**src/rtl/mult_seq_nm_if.sv**
```systemverilog
// Operand/result handshake bundle for mult_seq_nm; acc_en exists only when MULT_ACC_EN is defined.
interface mult_seq_nm_if #(
    parameter int N = 4,
    parameter int M = 5
);
    logic             in_valid;
    logic             in_ready;
    logic [N-1:0]     A;
    logic [M-1:0]     B;
    logic             a_signed;
    logic             b_signed;
`ifdef MULT_ACC_EN
    logic             acc_en;
`endif
    logic             out_valid;
    logic             out_ready;
    logic [N+M-1:0]   Prod;

`ifdef MULT_ACC_EN
    modport master (output in_valid, A, B, a_signed, b_signed, acc_en, out_ready,
                    input  in_ready, out_valid, Prod);
    modport slave  (input  in_valid, A, B, a_signed, b_signed, acc_en, out_ready,
                    output in_ready, out_valid, Prod);
`else
    modport master (output in_valid, A, B, a_signed, b_signed, out_ready,
                    input  in_ready, out_valid, Prod);
    modport slave  (input  in_valid, A, B, a_signed, b_signed, out_ready,
                    output in_ready, out_valid, Prod);
`endif
endinterface

```
**src/rtl/mult_seq_nm.sv**
```systemverilog
// Sequential NxM multiplier, one partial-product row per clock, per-operand signed/unsigned; MULT_ACC_EN adds multiply-accumulate.
// Latency: out_valid rises M edges after the accept edge; issue interval M+2 edges.
// Backpressure: result held in DONE while out_ready=0; in_ready is high only in IDLE.
module mult_seq_nm #(
    parameter int N = 4,
    parameter int M = 5
) (
    input  logic          clk,
    input  logic          rst,
    mult_seq_nm_if.slave  bus
);
    localparam int W  = N + M;
    localparam int CW = (M > 1) ? $clog2(M) : 1;
    localparam logic [CW-1:0] LAST = CW'(M - 1);

    typedef enum logic [1:0] {IDLE, RUN, DONE} state_t;

    state_t          state, state_nxt;
    logic [W-1:0]    a_ext;
    logic [M-1:0]    b_q;
    logic            b_sgn;
    logic [W-1:0]    acc, acc_nxt, row;
    logic [CW-1:0]   cnt;
    logic [W-1:0]    prod_q;
    logic            accept, last_row;

    assign bus.in_ready  = (state == IDLE);
    assign bus.out_valid = (state == DONE);
    assign bus.Prod      = prod_q;

    assign accept   = bus.in_valid && (state == IDLE);
    assign last_row = (cnt == LAST);

    always_ff @(posedge clk) begin
        if (rst) state <= IDLE;
        else     state <= state_nxt;
    end

    always_comb begin
        state_nxt = state;
        case (state)
            IDLE:    if (accept) state_nxt = RUN;
            RUN:     if (last_row) state_nxt = DONE;
            DONE:    if (bus.out_ready) state_nxt = IDLE;
            default: state_nxt = IDLE;
        endcase
    end

    // The MSB row of a signed multiplier carries negative weight.
    always_comb begin
        row     = a_ext << cnt;
        acc_nxt = acc;
        if (b_q[cnt]) begin
            if (last_row && b_sgn) acc_nxt = acc - row;
            else                   acc_nxt = acc + row;
        end
    end

    always_ff @(posedge clk) begin
        if (rst) begin
            a_ext  <= '0;
            b_q    <= '0;
            b_sgn  <= 1'b0;
            acc    <= '0;
            cnt    <= '0;
            prod_q <= '0;
        end else begin
            case (state)
                IDLE: if (accept) begin
                    a_ext <= {{M{bus.A[N-1] & bus.a_signed}}, bus.A};
                    b_q   <= bus.B;
                    b_sgn <= bus.b_signed;
                    cnt   <= '0;
`ifdef MULT_ACC_EN
                    acc   <= bus.acc_en ? prod_q : '0;
`else
                    acc   <= '0;
`endif
                end
                RUN: begin
                    acc <= acc_nxt;
                    cnt <= cnt + 1'b1;
                    if (last_row) prod_q <= acc_nxt;
                end
                default: ;
            endcase
        end
    end
endmodule

```
**src/flat_wrapper.sv**
```systemverilog
// flat-port wrapper written by rule: the top's interface ports become plain ports
module mult_seq_nm_flat 
#(
    parameter int N = 4,
    parameter int M = 5
)
  (clk, rst, bus_in_valid, bus_A, bus_B, bus_a_signed, bus_b_signed, bus_out_ready, bus_in_ready, bus_out_valid, bus_Prod);
  mult_seq_nm_if #(.N(N), .M(M)) bus_i ();
  input  logic clk;
  input  logic rst;
  input wire logic [$bits(bus_i.in_valid)-1:0] bus_in_valid;
  input wire logic [$bits(bus_i.A)-1:0] bus_A;
  input wire logic [$bits(bus_i.B)-1:0] bus_B;
  input wire logic [$bits(bus_i.a_signed)-1:0] bus_a_signed;
  input wire logic [$bits(bus_i.b_signed)-1:0] bus_b_signed;
  input wire logic [$bits(bus_i.out_ready)-1:0] bus_out_ready;
  output wire logic [$bits(bus_i.in_ready)-1:0] bus_in_ready;
  output wire logic [$bits(bus_i.out_valid)-1:0] bus_out_valid;
  output wire logic [$bits(bus_i.Prod)-1:0] bus_Prod;
  assign bus_i.in_valid = bus_in_valid;
  assign bus_i.A = bus_A;
  assign bus_i.B = bus_B;
  assign bus_i.a_signed = bus_a_signed;
  assign bus_i.b_signed = bus_b_signed;
  assign bus_i.out_ready = bus_out_ready;
  assign bus_in_ready = bus_i.in_ready;
  assign bus_out_valid = bus_i.out_valid;
  assign bus_Prod = bus_i.Prod;
  mult_seq_nm #(.N(N), .M(M)) u_core (.clk(clk), .rst(rst), .bus(bus_i));
endmodule
```
**config.mk**
```make
export PLATFORM = sky130hd
export DESIGN_NAME = mult_seq_nm_flat
export DESIGN_NICKNAME = d
export VERILOG_FILES = /design/src/rtl/mult_seq_nm_if.sv /design/src/rtl/mult_seq_nm.sv /design/src/flat_wrapper.sv
export SDC_FILE = /design/constraint.sdc
export NUM_CORES = 1
export LEC_CHECK = 0
export BUFFER_PORTS_ARGS = -buffer_cell sky130_fd_sc_hd__buf_2
export CAP_MARGIN = 10
export CORE_MARGIN = 1
export CORE_UTILIZATION = 58
export DETAILED_ROUTE_END_ITERATION = 8
export PLACE_DENSITY = 0.79
export SLEW_MARGIN = 20
export SYNTH_ARGS = -nofsm -noshare
export SYNTH_HDL_FRONTEND = slang
export SYNTH_SLANG_ARGS = --single-unit
```
**constraint.sdc**
```tcl
create_clock -name clk -period 4.56 [get_ports clk]
set_input_delay 0.456 -clock clk [delete_from_list [all_inputs] [get_ports clk]]
set_output_delay 0.456 -clock clk [all_outputs]
set_load 0.01 [all_outputs]
```
==> metrics.txt <==
R2R Setup Slk 900 ps; antenna viol nets, final 0; r2r worst-path depth 14; initial DRC count roughly 110; Setup-failing EPs final 0; final hold violation count 0; Syn Std Cell Area 0.00224 mm²; Int Power between 400 and 500 µW; global-route wire length before repair 8380 µm; routed len/inst 13.9 µm; Worst VDD drop 0.224 mV; worst-skew pair later-pin latency ~290 ps; critical path arrival between 3000 and 4000 ps; Pleak 0.000972 µW; Setup TNS 0 ps; CP max FO 18; Pwr per Cell Area ~300 mW/mm²; Logic pwr share roughly a quarter; HP Start bus_B[3]; post-CTS sizing 0; total clock buffers created by CTS 5; Nets about 330; Hold EP u_core.b_q[3]; gr usage total approximately a quarter; fraction of registers with async set/reset 0%; total iterations of the first detailed-routing run 4; antenna violations before repair 0; sw power between 200 and 250 µW; run status finished, final reports clean; Crit. path cell count 14; post-synth cell types between 50 and 60; relative slew slack 36.7%; TritonCTS clock tree built; vias in the first global route approximately 1,800; Die H about 64 µm; hold slack roughly 400 ps; #FFs+latches synth 34; Critical Path Source u_core.cnt[1]; Cell Rows 22; CP Capture Type register; total global routing overflow 0; Max-Cap Viols 0; Clock Root Buffer clkbuf_8; post-synthesis average cell area roughly 7.9 µm²; most common cell after layout, fill and taps aside nand2_1; fmax between 0.2 and 0.3 GHz; worst path bufs/invs 0; cell family with most CP delay simple AND/OR/NAND/NOR gates; synthesized instance count about 290; hold path depth 3; Fill cells between 300 and 400; worst-path cell chain nor2_1, nand2_1, or2_2, ha_1, or3_1, nand3_1, ha_1, nor2b_1, o31a_1, o21ai_0, a21boi_0, o31ai_1, nand2_1, a21oi_1; synth warn 0; DIE WIDTH about 64 µm; Post-route DRC 0; Tcrit/Tclk final 80.3%; Vias/cell slightly below 6; clock skew about 5.8 ps; cts hold-fix bufs 0; RSZ-0062 raised after global routing false; Final HPWL DP ~3500 µm; Initial Utilization 60.8%; time the worst path needs with I/O delays and setup approximately 3700 ps; Synth area leader dfxtp_1; Post-synth EDFFs 0; Setup CP Type register to register; Most used DFF post-synth dfxtp_1; Crit path required time ~4800 ps; Worst-Margin Slew 948 ps; Switching Fraction about 32%; area grow syn2layout 7.87%; top area cells in the synthesized netlist dfxtp_1 30%, nand2_1 7.4%, a21oi_1 6.7%, ha_1 6.1%, nor2_1 4.4%; Vias between 2,000 and 2,500; number of port buffers 25; clock sinks 34; syn nets 312; launching point of the worst reg2reg path u_core.cnt[1]; Hold Crit Class input pin to register; IO Pins 26; share of cells above drive strength 1 between 10% and 20%; # diodes 0; Routed WL between 4000 and 5000 µm; share of the synthesized area in the top cell type a little under a third; RR Endpoint u_core.bus.Prod[6]; register area share after synthesis a little under a third; Post-CTS Setup Bufs 0; sequential share of power between 40% and 50%; crit-path max cell delay approximately 500 ps; gpl congestion around 0.84; largest net degree at the start of global routing 36; Slew Viols, Final 0; Worst-path clk slew about 70 ps; commonest non-fill, non-tap cells in the layout 44 x nand2_1, 34 x dfxtp_1, 30 x a21oi_1; Worst path slowest cell dfxtp_1; # H-tree levels 2; core outline area 0.00369 mm²; Worst setup SP type register; clock share of power ~29%; die area ~0.0041 mm²; Clock Tree Buf Depth 2
==> logic make-up (layout without fill, tap and decap cells) <==
logic type | after synthesis | after routing | share of synthesized area [%]
flops | 34 | 34 | 30.4
simple gates | 115 | 115 | 24.1
xor+xnor | 9 | 9 | 3.52
buf+inv | 26 | 42 | 5.58
mux | 11 | 11 | 6.14
fa+ha+maj | 12 | 12 | 7.03
compound gates | 78 | 78 | 23.3
==> per-stage QoR <==
stage / setup WS (ps) / power [µW] / cells / cell area [µm²] / utilization (%)
final: 897 / 724 / 349 / 2420 / 65.6
after global routing: 588 / 763 / 349 / 2420 / 65.6
after CTS: 925 / 726 / 349 / 2420 / 65.6
after detailed placement: 948 / 514 / 342 / 2340 / 63.4
after global placement: 1020 / 509 / 342 / 2340 / 63.4
after floorplan: 1040 / 479 / 285 / 2240 / -
==> routing by layer <==
metal	vias up	global-route usage [%]	wire length (µm)
li1	1032	-	-
met1	945	35.8	2310
met2	42	41.4	2290
met3	5	5.54	190
met4	0	9.72	51
met5	-	0	0
==> final cells by class <==
type                            count  area (µm²)  area share [%]
Multi-Input combinational cell    225        1440            59.4
Timing Repair Buffer               25         125            5.17
Tap cell                           48        60.1            2.48
Sequential cell                    34         681            28.1
Inverter                           10        37.5            1.55
Clock buffer                        5        68.8            2.85
Clock inverter                      2        10.0           0.414
==> worst reg2reg max path, stage by stage, from the launching register on <==
cell and delay [ps]:
dfxtp_1 500, nor2_1 350, nand2_1 80, or2_2 290, ha_1 220, or3_1 350, nand3_1 90, ha_1 250
nor2b_1 150, o31a_1 280, o21ai_0 230, a21boi_0 140, o31ai_1 440, nand2_1 110, a21oi_1 140
==> power by group through the flow <==
stage	logic (µW)	clock network, µW	registers, µW
6_report	191	213	320
5_1_grt	213	228	322
4_1_cts	190	217	320
3_5_place_dp	188	0	327
3_3_place_gp	183	0	326
2_1_floorplan	159	0	319
==> Yosys cell counts (all sizes together), types with 2 or more instances <==
| cell type | instances |
|---|---|
| a31oi | 5 |
| and3 | 5 |
| clkbuf | 7 |
| nand2b | 6 |
| o31ai | 3 |
| mux4 | 2 |
| a22oi | 2 |
| nor2 | 27 |
| buf | 9 |
| o21ai | 14 |
| o32a | 2 |
| o21a | 3 |
| xnor2 | 5 |
| mux2 | 2 |
| nand2 | 44 |
| nand4 | 2 |
| or3 | 4 |
| a21boi | 2 |
| nor2b | 9 |
| ha | 11 |
| mux2i | 7 |
| inv | 10 |
| nand3 | 10 |
| a21oi | 31 |
| dfxtp | 34 |
| a211oi | 6 |
| nor3b | 2 |
| and2 | 2 |
| nor3 | 3 |
| xor2 | 4 |
==> registers in the layout, summed over array words and instances (netlist names) <==
name             count
u_core.bus.Prod      9
u_core.state         2
u_core.a_ext         5
u_core.b_sgn         1
u_core.cnt           3
u_core.b_q           5
u_core.acc           9
==> worst max path at each step <==
stage	end	slack, ps
finish	u_core.bus.Prod[6]	900
global route	u_core.bus.Prod[6]	590
CTS	u_core.acc[8]	920
detailed placement	u_core.acc[8]	950
global placement	u_core.acc[8]	1020
floorplan	u_core.acc[8]	1040
(Power assumes the default switching activity.)
